$ cat src/rtl/ks_note_sequencer.sv
// Note sequencer for the Karplus-Strong voice: walks a (period, duration) table,
// presenting each period to ks_string with a timed pluck at a divided tempo.
module ks_note_sequencer #(
  parameter int unsigned DATA_WIDTH  = 8,
  parameter int unsigned NUM_STEPS   = 8,
  parameter int unsigned TEMPO_WIDTH = 16,
  parameter int unsigned PLUCK_LEN   = 4
) (
  input  logic                         clk_i,
  input  logic                         rst_ni,
  input  logic                         tbl_wr_en_i,
  input  logic [$clog2(NUM_STEPS)-1:0] tbl_addr_i,
  input  logic [2*DATA_WIDTH-1:0]      tbl_wr_data_i,
  input  logic                         start_i,
  input  logic                         stop_i,
  input  logic                         loop_en_i,
  input  logic [$clog2(NUM_STEPS):0]   num_steps_i,
  input  logic [TEMPO_WIDTH-1:0]       tempo_div_i,
  output logic [DATA_WIDTH-1:0]        period_o,
  output logic                         pluck_o,
  output logic                         busy_o,
  output logic [$clog2(NUM_STEPS)-1:0] step_o,
  output logic                         done_o
);
  localparam int unsigned AW = $clog2(NUM_STEPS);
  localparam int unsigned NW = AW + 1;
  localparam int unsigned PW = $clog2(PLUCK_LEN + 1);

  typedef enum logic [1:0] {
    S_IDLE,
    S_LOAD,
    S_PLAY
  } state_t;

  state_t                  state_q, state_d;
  logic [AW-1:0]           step_q, step_d;
  logic [DATA_WIDTH-1:0]   dur_q, dur_d;
  logic [TEMPO_WIDTH-1:0]  pre_q, pre_d;
  logic [DATA_WIDTH-1:0]   tick_q, tick_d;
  logic [PW-1:0]           pcnt_q, pcnt_d;
  logic [DATA_WIDTH-1:0]   period_q, period_d;
  logic                    pluck_q, pluck_d;
  logic                    done_q, done_d;

  logic [2*DATA_WIDTH-1:0] tbl_q [NUM_STEPS];
  logic [2*DATA_WIDTH-1:0] entry;
  logic [DATA_WIDTH-1:0]   entry_p, entry_d;
  logic [NW-1:0]           n_eff, n_last;
  logic                    tick_done, step_end;

  always_ff @(posedge clk_i or negedge rst_ni) begin
    if (!rst_ni) begin
      for (int unsigned i = 0; i < NUM_STEPS; i++) tbl_q[i] <= '0;
    end else if (tbl_wr_en_i) begin
      tbl_q[tbl_addr_i] <= tbl_wr_data_i;
    end
  end

  always_comb begin
    entry   = tbl_q[step_q];
    entry_p = entry[DATA_WIDTH-1:0];
    entry_d = entry[2*DATA_WIDTH-1:DATA_WIDTH];
    n_eff   = (num_steps_i == '0 || num_steps_i > NW'(NUM_STEPS)) ? NW'(NUM_STEPS) : num_steps_i;
    n_last  = n_eff - 1'b1;
    // >= lets a lowered tempo take effect at the very next compare
    tick_done = (pre_q >= tempo_div_i);
    // dur_q holds D-1 (D=0 treated as 1), so the D-th tick is tick_q == dur_q
    step_end  = tick_done && (tick_q >= dur_q);
  end

  always_comb begin
    state_d  = state_q;
    step_d   = step_q;
    dur_d    = dur_q;
    pre_d    = pre_q;
    tick_d   = tick_q;
    pcnt_d   = pcnt_q;
    period_d = period_q;
    pluck_d  = 1'b0;
    done_d   = 1'b0;
    unique case (state_q)
      S_IDLE: begin
        if (start_i && !stop_i) begin
          state_d = S_LOAD;
          step_d  = '0;
        end
      end
      S_LOAD: begin
        if (stop_i) begin
          state_d = S_IDLE;
        end else begin
          state_d = S_PLAY;
          dur_d   = (entry_d == '0) ? '0 : entry_d - 1'b1;
          pre_d   = '0;
          tick_d  = '0;
          pcnt_d  = '0;
          if (entry_p != '0) begin
            period_d = entry_p;
            pluck_d  = 1'b1;
          end
        end
      end
      S_PLAY: begin
        if (pcnt_q != PW'(PLUCK_LEN)) pcnt_d = pcnt_q + 1'b1;
        if (stop_i) begin
          state_d = S_IDLE;
        end else if (step_end) begin
          if ({1'b0, step_q} < n_last) begin
            step_d  = step_q + 1'b1;
            state_d = S_LOAD;
          end else if (loop_en_i) begin
            step_d  = '0;
            state_d = S_LOAD;
          end else begin
            state_d = S_IDLE;
            done_d  = 1'b1;
          end
        end else begin
          pluck_d = pluck_q && (pcnt_q < PW'(PLUCK_LEN - 1));
          if (tick_done) begin
            pre_d  = '0;
            tick_d = tick_q + 1'b1;
          end else begin
            pre_d = pre_q + 1'b1;
          end
        end
      end
      default: state_d = S_IDLE;
    endcase
  end

  always_ff @(posedge clk_i or negedge rst_ni) begin
    if (!rst_ni) begin
      state_q  <= S_IDLE;
      step_q   <= '0;
      dur_q    <= '0;
      pre_q    <= '0;
      tick_q   <= '0;
      pcnt_q   <= '0;
      period_q <= '0;
      pluck_q  <= 1'b0;
      done_q   <= 1'b0;
    end else begin
      state_q  <= state_d;
      step_q   <= step_d;
      dur_q    <= dur_d;
      pre_q    <= pre_d;
      tick_q   <= tick_d;
      pcnt_q   <= pcnt_d;
      period_q <= period_d;
      pluck_q  <= pluck_d;
      done_q   <= done_d;
    end
  end

  assign period_o = period_q;
  assign pluck_o  = pluck_q;
  assign busy_o   = (state_q != S_IDLE);
  assign step_o   = step_q;
  assign done_o   = done_q;

endmodule

$ cat config.mk
export PLATFORM = sky130hd
export DESIGN_NAME = ks_note_sequencer
export DESIGN_NICKNAME = d
export VERILOG_FILES = /design/src/rtl/ks_note_sequencer.sv
export SDC_FILE = /design/constraint.sdc
export NUM_CORES = 1
export LEC_CHECK = 0
export CORE_ASPECT_RATIO = 0.75
export CORE_MARGIN = 2
export CORE_UTILIZATION = 40
export DETAILED_ROUTE_END_ITERATION = 12
export GPL_ROUTABILITY_DRIVEN = 0
export SYNTH_ARGS = -nofsm -noshare
export SYNTH_HDL_FRONTEND = slang
export SYNTH_SLANG_ARGS = --single-unit
$ cat constraint.sdc
create_clock -name clk_i -period 3.65 [get_ports clk_i]
set_clock_uncertainty 0.2 [all_clocks]
set_input_delay 0.73 -clock clk_i [delete_from_list [all_inputs] [get_ports clk_i]]
set_output_delay 0.73 -clock clk_i [all_outputs]
set_load 0.03 [all_outputs]
==> results.ini, run 1 <==
[power]
clockPowerShare = 0.332
combinationalPowerShare = 0.240
vdd_drop_max_v = 0.000364
finalPower_w = 0.00616
powerDensity_nw_per_um2 = 557
seqPwrFrac = 0.428
power.switching_w = 0.00179
sw_frac_of_total = 0.291
p_int_w = 0.00437
power.leakage_nw = 4.79

[sta]
setup_violations = 0
finalHoldViolations = 0
tightest_slew_ps = 739
rsz0062_at_grt = no
layout_setup_ws_ps = 332
tns_ps = 0
period_minus_slack_ps = 3320
drv_slew = 0
relSlewSlack = 0.507
clock.fmax_ghz = 0.301
period_share = 0.909

[global_route]
grt_antenna_before_repair = 0
grt_use_met1 = 0.274
met2_usage = 0.269
grt_pass1_vias = 6210
met3_usage = 0.0375
grt_max_degree = 86
grt_first_pass_wirelength_um = 34600
track_usage = 0.183
grt-busiest-layer = met1
grt-ovfl-total = 0

[clocking]
cts.sinks = 178
insertion_delay_ps = 440
post_cts_buffers = 0
cts_made_buffers = 17
cts_tree = done
ctsResizeCount = 0
root_buffer = clkbuf_16
cts_buffer_depth = 2
cts_hold_buf = 1
clk_pin_slew_ps = 70
htreeDepth = 4

[hold_path]
holdCritPathClass = flop to flop
hp-start = period_o[6]
hold_path_end = period_o[6]
whs_path_depth = 2

[worst_setup_path]
crit_arrival_ps = 3410
r2r_cells = 10
crit_required_ps = 3740
slowest_stage = nor2b_1
end_kind = flop
worst-path-max-fanout = 10
cpPeakStageDelay_ps = 620
critPathLaunchType = input pin
r2r-start = pre_q[0]
r2r_end = pre_q[14]
path_cells = clkdlybuf4s50_1 -> inv_1 -> ha_1 -> and4_1 -> nand2b_1 -> a2111oi_1 -> buf_4 -> nor4_4 -> buf_12 -> o21ai_1 -> nor2b_1 -> nor2_1
rrSetupSlack_ps = 550
path_class = input pin to flop

[detailed_routing]
wl_per_cell_um = 18.3
drtAntennaViolNets = 0
vias = 6254
drt_iter0_drc = 353
drt-total-wl_um = 21100
dr.pass1.iters = 4
viasPerCell = 5.41
drc_errors = 0

[yosys]
syn_area_um2 = 9280
yosys_warnings = 0
synthFlopType = dfrtp_1
avgSynthCellArea_um2 = 12.1
yosysTopAreaCell = dfrtp_1
ys_ff_latch = 178
ys_seq_area_frac = 0.480
synth_nets = 846
syn_inst = 764
ys_types = 57
synth_top_area_frac = 0.480
ys_top_cells_by_area = dfrtp_1, mux2_2, mux4_2
async_flop_share = 1.00
synth_edf_count = 0

[floorplan]
die-area_um2 = 24400
ios = 59
die_height_um = 136
die_x_um = 180
start_util = 0.406
placementRows = 48
core_area_um2 = 22900

[cells_and_area]
antennaDiodeCount = 0
finish.instance_area_um2 = 11100
drive_above_1_share = 0.284
syn2layout_area_growth_pct = 19.3
final_common_cell = dfrtp_1
fin_cells = 1155
final_cell_mix = dfrtp_1, mux2_2, clkdlybuf4s50_1
layout.nets = 924

[place]
port_buffers = 58
pre_cts_slack_ps = -131
dp_hpwl_um = 14600
dp.cells = 1122
place_area_um2 = 10400

[outcome]
status = complete, no violations

[run]
maxCapViolCount = 0

-- worst max-delay path, delay by kind of cell --
family / cells / cell delay, ps
fa+ha+maj: 1 / 280
simple gates: 5 / 1110
compound gates: 2 / 460
buf+inv: 4 / 840
-- how the worst max path moves through the flow --
| stage | from | end | slack, ps | cells after the start |
|---|---|---|---|---|
| floorplan | tempo_div_i[0] | state_q[0] | 550 | 8 |
| global placement | tempo_div_i[9] | pre_q[10] | -120 | 12 |
| detailed placement | tempo_div_i[0] | pre_q[14] | -130 | 10 |
| CTS | tempo_div_i[0] | pre_q[14] | 320 | 10 |
| global route | tempo_div_i[0] | pre_q[8] | 170 | 10 |
| finish | tempo_div_i[11] | pre_q[10] | 330 | 12 |
-- power groups by stage --
| stage | sequential [W] | clock, W | combinational, W |
|---|---|---|---|
| final | 0.00264 | 0.00205 | 0.00148 |
| after global routing | 0.00269 | 0.00217 | 0.00164 |
| after CTS | 0.00263 | 0.00209 | 0.00149 |
| after detailed placement | 0.00267 | 0 | 0.00148 |
| after global placement | 0.00265 | 0 | 0.00146 |
| after floorplan | 0.00268 | 0 | 0.000947 |
-- stage by stage --
| stage | util | hold WS [ps] |
|---|---|---|
| 4_1_cts | 0.484 | 282 |
| 2_1_floorplan | - | 234 |
| 3_5_place_dp | 0.455 | 267 |
| 6_report | 0.484 | 277 |
| 5_1_grt | 0.484 | 301 |
| 3_3_place_gp | 0.455 | 264 |
-- flip-flops by register name, summed over array words and instances (netlist names) --
register	cells
tbl_q	128
pluck_o	1
done_o	1
pcnt_q	3
dur_q	8
period_o	8
tick_q	8
state_q	2
pre_q	16
step_o	3
-- synthesized netlist by cell type, types with 8 or more instances --
master      n
a211oi_1   10
a21oi_1    18
clkbuf_1   23
dfrtp_1   178
ha_1       37
inv_1      42
mux2_2    131
mux2i_1    16
mux4_2     32
nand2_1    50
nand3_1    17
nor2_1     41
nor3_1     14
o21ai_0    26
o31ai_1     8
xor2_1     10
-- kinds of logic after synthesis --
kind of cell    synth area share
mux                        0.254
flops                      0.480
simple gates              0.0946
compound gates            0.0769
buf+inv                   0.0344
fa+ha+maj                 0.0499
xor+xnor                  0.0104
-- area by class of cell --
type | instances | area, um2
Clock buffer | 19 | 453
Fill cell | 2053 | 11800
Clock inverter | 13 | 205
Timing Repair Buffer | 93 | 897
Inverter | 42 | 158
Sequential cell | 178 | 4460
Tap cell | 300 | 375
Multi-Input combinational cell | 510 | 4530
-- per-layer routing --
metal,part of all wire,vias up
met3,0.035,18
li1,-,2968
met4,0.011,0
met5,0,-
met2,0.42,93
met1,0.53,3175
(Power assumes the default switching activity.)
==> inputs of run 2 (changes only) <==
--- a/config.mk
+++ b/config.mk
@@ -7,9 +7,11 @@
 export LEC_CHECK = 0
 export CORE_ASPECT_RATIO = 0.75
 export CORE_MARGIN = 2
-export CORE_UTILIZATION = 40
+export CORE_UTILIZATION = 55
+export CTS_CLUSTER_DIAMETER = 200
 export DETAILED_ROUTE_END_ITERATION = 12
 export GPL_ROUTABILITY_DRIVEN = 0
+export PLACE_DENSITY = 0.75
 export SYNTH_ARGS = -nofsm -noshare
 export SYNTH_HDL_FRONTEND = slang
 export SYNTH_SLANG_ARGS = --single-unit
==> constraint.sdc (replaced) <==
create_clock -name clk_i -period 3.56 [get_ports clk_i]
set_clock_uncertainty 0.2 [all_clocks]
set_input_delay 0.712 -clock clk_i [delete_from_list [all_inputs] [get_ports clk_i]]
set_output_delay 0.712 -clock clk_i [all_outputs]
set_load 0.03 [all_outputs]
==> run 2 against run 1 <==
Register-to-register slack worse by 90 ps; non-clock buffer count increased by 1; sequential share of layout area up 0.78 points; count of clock-buffer cells in the layout up 3; via count is 6.0% higher; utilization is 17 points higher; critical endpoint is now pre_q[15]; largest cell class unchanged; highest routed layer unchanged.
==> results.ini, run 2 (synthesized netlist as in run 1, its figures left out) <==
[global_route]
grt_antenna_before_repair = 0  ; unchanged
grt_max_degree = 73  ; -15%
grt-ovfl-total = 0  ; unchanged
grt_first_pass_wirelength_um = 35500  ; +2.8%
grt_pass1_vias = 6665  ; +7.3%
track_usage = 0.257  ; +0.0741

[cells_and_area]
antennaDiodeCount = 0  ; unchanged
fill_cells = 1224  ; -40%
final_common_cell = dfrtp_1
top_regs = tbl_q x128, pre_q x16
syn2layout_area_growth_pct = 17.0
final_cell_mix = dfrtp_1, mux2_2, clkdlybuf4s50_1
drive_above_1_share = 0.284  ; -0.000332
layout.nets = 925  ; +0.11%
largest_reg_flops = 128  ; unchanged
largest_register = tbl_q
final_util = 0.651  ; +0.168
fin_cells = 1071  ; -7.3%

[clocking]
insertion_delay_ps = 430  ; about the same
ctsResizeCount = 0  ; unchanged
cts_buffer_depth = 2  ; unchanged
cts_made_buffers = 17  ; unchanged
cts_tree = done
htreeDepth = 4  ; unchanged
cts.sinks = 178  ; unchanged
post_cts_buffers = 0  ; unchanged
root_buffer = clkbuf_16
clk_pin_slew_ps = 70  ; about the same
cts_hold_buf = 0  ; -1

[sta]
drv_slew = 0  ; unchanged
hold_slack_ps = 91.7  ; -185 ps
setup_violations = 0  ; unchanged
rsz0062_at_grt = no
period_share = 0.924
layout_setup_ws_ps = 272  ; -59.9 ps
finalHoldViolations = 0  ; unchanged
clock.fmax_ghz = 0.304
relSlewSlack = 0.435  ; -0.0720
tightest_slew_ps = 848  ; +109 ps
period_minus_slack_ps = 3290

[detailed_routing]
viasPerCell = 6.19  ; +14%
drt_iter0_drc = 477  ; +35%
drtAntennaViolNets = 0  ; unchanged
vias = 6630  ; +6.0%
dr.pass1.iters = 5  ; +1
wl_per_cell_um = 20.3  ; +11%
drc_errors = 0  ; unchanged
drt-total-wl_um = 21700  ; +3.0%

[power]
power.leakage_nw = 4.73  ; -1.1%
combinationalPowerShare = 0.252  ; +0.012
vdd_drop_max_v = 0.000422  ; +16%
p_int_w = 0.00423  ; -3.2%
finalPower_w = 0.00609  ; -1.1%
sw_frac_of_total = 0.306  ; +0.0150
power.switching_w = 0.00187  ; +4.0%
powerDensity_nw_per_um2 = 561  ; +0.81%
seqPwrFrac = 0.446  ; +0.018
clockPowerShare = 0.302  ; -0.030

[worst_setup_path]
path_class = input pin to flop
path_cells = clkdlybuf4s50_1 -> inv_1 -> ha_1 -> nand4_1 -> nand2b_1 -> a2111oi_1 -> buf_4 -> nor4_4 -> buf_4 -> o21ai_1 -> nor2b_1 -> nor2_1
end_kind = flop
slowest_stage = nor2b_1
path_buf_inv = 4  ; unchanged
cpPeakStageDelay_ps = 570  ; -50 ps
rrSetupSlack_ps = 460  ; -90 ps
crit_required_ps = 3650  ; -90 ps
critPathTopFamily = simple AND/OR/NAND/NOR gates
worst-path-max-fanout = 10  ; unchanged
crit_arrival_ps = 3380  ; -30 ps
crit_top_cell = buf_4
critPathLaunchType = input pin

[floorplan]
start_util = 0.557  ; +0.151
die_x_um = 154  ; -14%
ios = 59  ; unchanged
core_area_um2 = 16700  ; -27%
die-area_um2 = 17900  ; -27%
die_height_um = 116  ; -14%
placementRows = 41  ; -15%

[place]
dp.cells = 1039  ; -7.4%
pre_cts_slack_ps = -176  ; -45.3 ps
dp_hpwl_um = 14700  ; +0.30%
port_buffers = 58  ; unchanged

[run]
maxCapViolCount = 0  ; unchanged

[hold_path]
holdCritPathClass = input pin to async pin

[outcome]
status = complete, no violations

run 2: cell type report:
| type | instances | area [um2] | area share |
|---|---|---|---|
| flip-flops and latches | 178 | 4460 | 0.410 |
| multi-input cells | 510 | 4530 | 0.417 |
| repair buffers | 94 | 877 | 0.0808 |
| inverters | 42 | 158 | 0.0145 |
| well taps | 215 | 269 | 0.0248 |
| clock buffers | 22 | 474 | 0.0437 |
| clock inverters | 10 | 100 | 0.00922 |
run 2: per-stage QoR:
step	area, um2	TNS, ps
final	10900	0
after detailed placement	10300	-1970
after floorplan	9280	0
after global placement	10300	-654
after global routing	10900	0
after CTS	10900	0
run 2: power groups by stage:
stage / Clock (W) / Sequential (W) / Combinational [W]
finish: 0.00184 / 0.00272 / 0.00153
global route: 0.00194 / 0.00277 / 0.00168
CTS: 0.00186 / 0.00271 / 0.00154
detailed placement: 0 / 0.00274 / 0.00152
global placement: 0 / 0.00270 / 0.00146
floorplan: 0 / 0.00274 / 0.000971
run 2: routing by layer:
layer	up-vias	wire [um]	global-route usage
met3	12	1250	0.0479
met2	229	10500	0.427
met4	0	139	0.0636
met5	-	0	0
met1	3412	9860	0.359
li1	2977	-	-
run 2: worst paths after layout:
| path | from | end | depth (start not counted) |
|---|---|---|---|
| setup reg to reg | step_o[1] | dur_q[2] | 7 |
| hold / removal | rst_ni | tbl_q[102] | 1 |
| setup / recovery | tempo_div_i[14] | pre_q[15] | 12 |
| min in group clk_i | dur_q[6] | dur_q[6] | 2 |
| max in group asynchronous | rst_ni | tick_q[1] | 2 |
| hold reg to reg | dur_q[6] | dur_q[6] | 2 |
==> inputs of run 3 (changes only) <==
--- a/config.mk
+++ b/config.mk
@@ -5,7 +5,7 @@
 export SDC_FILE = /design/constraint.sdc
 export NUM_CORES = 1
 export LEC_CHECK = 0
-export CORE_ASPECT_RATIO = 0.75
+export CORE_ASPECT_RATIO = 1.5
 export CORE_MARGIN = 2
 export CORE_UTILIZATION = 55
 export CTS_CLUSTER_DIAMETER = 200
==> run 3 against run 2 <==
Sequential cell count unchanged; combinational power about the same; die area about the same; clock power decreased by 3%; routed wire length decreased by 0.55%; utilization increased by 0.075 points; final area decreased by 0.21%; hold slack improved by 27 ps; critical path depth decreased by 2; via count decreased by 0.89%; count of clock-buffer cells in the layout decreased by 2; first-iteration DRC count decreased by 51%; critical path type unchanged; largest cell class unchanged.
==> results.ini, run 3 (synthesized netlist as in run 1, its figures left out) <==
[place]
place_area_um2 = 10300  ; -0.16%
dp_hpwl_um = 15000  ; +2.5%
port_buffers = 58  ; unchanged

[power]
sw_frac_of_total = 0.303  ; -0.00295
vdd_drop_max_v = 0.000387  ; -8.2%
p_int_w = 0.00421  ; -0.37%
clockPowerShare = 0.295  ; -0.007
seqPwrFrac = 0.449  ; +0.003
power.leakage_nw = 4.73  ; -0.17%
powerDensity_nw_per_um2 = 558  ; -0.58%
combinationalPowerShare = 0.255  ; +0.003
power.switching_w = 0.00183  ; -1.7%

[cells_and_area]
final_cell_mix = dfrtp_1, mux2_2, clkdlybuf4s50_1
antennaDiodeCount = 0  ; unchanged
finish.instance_area_um2 = 10800  ; -0.21%
syn2layout_area_growth_pct = 16.8
layout.nets = 922  ; -0.32%
multi_input_area_um2 = 4530  ; +0.11%
final_util = 0.652  ; +0.000754
seq_area_um2 = 4460  ; unchanged
largest_reg_flops = 128  ; unchanged
final_common_cell = dfrtp_1
drive_above_1_share = 0.284  ; about the same
fill_cells = 1247  ; +1.9%
largest_register = tbl_q
top_regs = tbl_q x128, pre_q x16

[floorplan]
die-area_um2 = 17900  ; about the same
core_area_um2 = 16600  ; -0.32%
die_x_um = 110  ; -29%
placementRows = 58  ; +41%
die_height_um = 163  ; +40%
start_util = 0.558  ; +0.00180
ios = 59  ; unchanged

[clocking]
insertion_delay_ps = 430  ; about the same
cts_made_buffers = 17  ; unchanged
clk_pin_slew_ps = 70  ; about the same
cts_tree = done
cts_buffer_depth = 2  ; unchanged
htreeDepth = 4  ; unchanged
cts.sinks = 178  ; unchanged
root_buffer = clkbuf_16

[detailed_routing]
dr.pass1.iters = 5  ; unchanged
viasPerCell = 6.18  ; -0.14%
drc_errors = 0  ; unchanged
vias = 6571  ; -0.89%
drtAntennaViolNets = 0  ; unchanged
drt_iter0_drc = 233  ; -51%
wl_per_cell_um = 20.3  ; +0.20%
drt-total-wl_um = 21600  ; -0.55%

[global_route]
grt_pass1_vias = 7010  ; +5.2%
grt_antenna_before_repair = 0  ; unchanged
grt-ovfl-total = 0  ; unchanged
grt_first_pass_wirelength_um = 35100  ; -1.3%
track_usage = 0.257  ; about the same
grt_max_degree = 82  ; +12%

[sta]
tightest_slew_ps = 784  ; -64.1 ps
period_minus_slack_ps = 3280  ; -4.64 ps
period_share = 0.922  ; -0.00130
relSlewSlack = 0.477  ; +0.0427
setup_violations = 0  ; unchanged
drv_slew = 0  ; unchanged
finalHoldViolations = 0  ; unchanged
rsz0062_at_grt = no
clock.fmax_ghz = 0.305  ; +0.14%

[run]
maxCapViolCount = 0  ; unchanged

[worst_setup_path]
cpPeakStageDelay_ps = 530  ; -40 ps
crit_required_ps = 3700  ; +50 ps
crit_top_cell = a2111oi_2
critPathLaunchType = input pin
path_class = input pin to flop
slowest_stage = or4_1
crit_arrival_ps = 3420  ; +40 ps
end_kind = flop
path_cells = clkdlybuf4s50_1 -> ha_1 -> nand2b_1 -> a2111oi_2 -> a2111oi_2 -> nor4_4 -> buf_4 -> nor2_2 -> or4_1 -> a21oi_1
worst-path-max-fanout = 9  ; -1

[hold_path]
holdCritPathClass = input pin to async pin

[outcome]
status = complete, no violations

-- run 3: cell types whose count changed in the layout (fill, tap and decap cells not counted) --
cell	before	now
buf_4	34	30
buf_12	2	3
clkinvlp_4	3	1
clkbuf_8	3	2
clkbuf_1	2	1
a2111oi_1	1	0
inv_8	1	0
a2111oi_2	1	2
inv_6	1	3
clkinv_2	2	5
-- run 3: what timing repair did --
action | in CTS | in global routing
gates resized for setup | 0 | 1
hold endpoints to repair | 0 | 0
setup endpoints to repair | 0 | 2
hold buffers | 0 | 0
setup buffers | 0 | 0
-- run 3: final timing paths --
check | endpoint | cells past startpoint | slack [ps] | from
worst max-delay path | pre_q[8] | 10 | 280 | tempo_div_i[0]
worst min-delay path | pluck_o | 1 | 120 | rst_ni
worst max register to register | dur_q[3] | 7 | 460 | step_o[0]
worst min register to register | dur_q[2] | 2 | 280 | dur_q[2]
max in group asynchronous | step_o[1] | 2 | 2190 | rst_ni
min in group clk_i | dur_q[2] | 2 | 280 | dur_q[2]
-- run 3: worst max-delay path, delay by kind of cell --
family	cells	cell delay (ps)
AOI/OAI and AO/OA	3	770
adders and majority gates	1	280
buffers and inverters	2	610
and+or+nand+nor	4	1050
-- run 3: power by group through the flow --
stage                     Combinational, W  Sequential [W]  Clock (W)
final                              0.00154         0.00272    0.00179
after global routing               0.00169         0.00276    0.00191
after CTS                          0.00155         0.00271    0.00182
after detailed placement           0.00154         0.00275          0
after global placement             0.00145         0.00270          0
after floorplan                   0.000971         0.00274          0
-- run 3: cell type report --
type,count,share of cell area
multi-input cells,510,0.418
flip-flops and latches,178,0.411
repair buffers,91,0.0800
clock buffers,20,0.0421
well taps,210,0.0242
inverters,42,0.0145
clock inverters,12,0.00981
-- run 3: per-stage QoR --
| step | TNS (ps) | power [W] | hold slack, ps | instances | setup WS [ps] |
|---|---|---|---|---|---|
| 3_5_place_dp | -4500 | 0.00428 | 268 | 1031 | -296 |
| 5_1_grt | 0 | 0.00636 | 204 | 1063 | 134 |
| 4_1_cts | 0 | 0.00608 | 157 | 1063 | 138 |
| 3_3_place_gp | -804 | 0.00415 | 264 | 1031 | -76.3 |
| 2_1_floorplan | 0 | 0.00371 | 216 | 764 | 482 |
| 6_report | 0 | 0.00605 | 119 | 1063 | 277 |
-- run 3: routing by layer --
layer,part of all wire,wire length [um],up-vias,global-route usage
li1,-,-,2974,-
met1,0.38,8290,3365,0.294
met2,0.55,11800,179,0.468
met3,0.035,757,53,0.0323
met4,0.033,716,0,0.118
met5,0,0,-,0
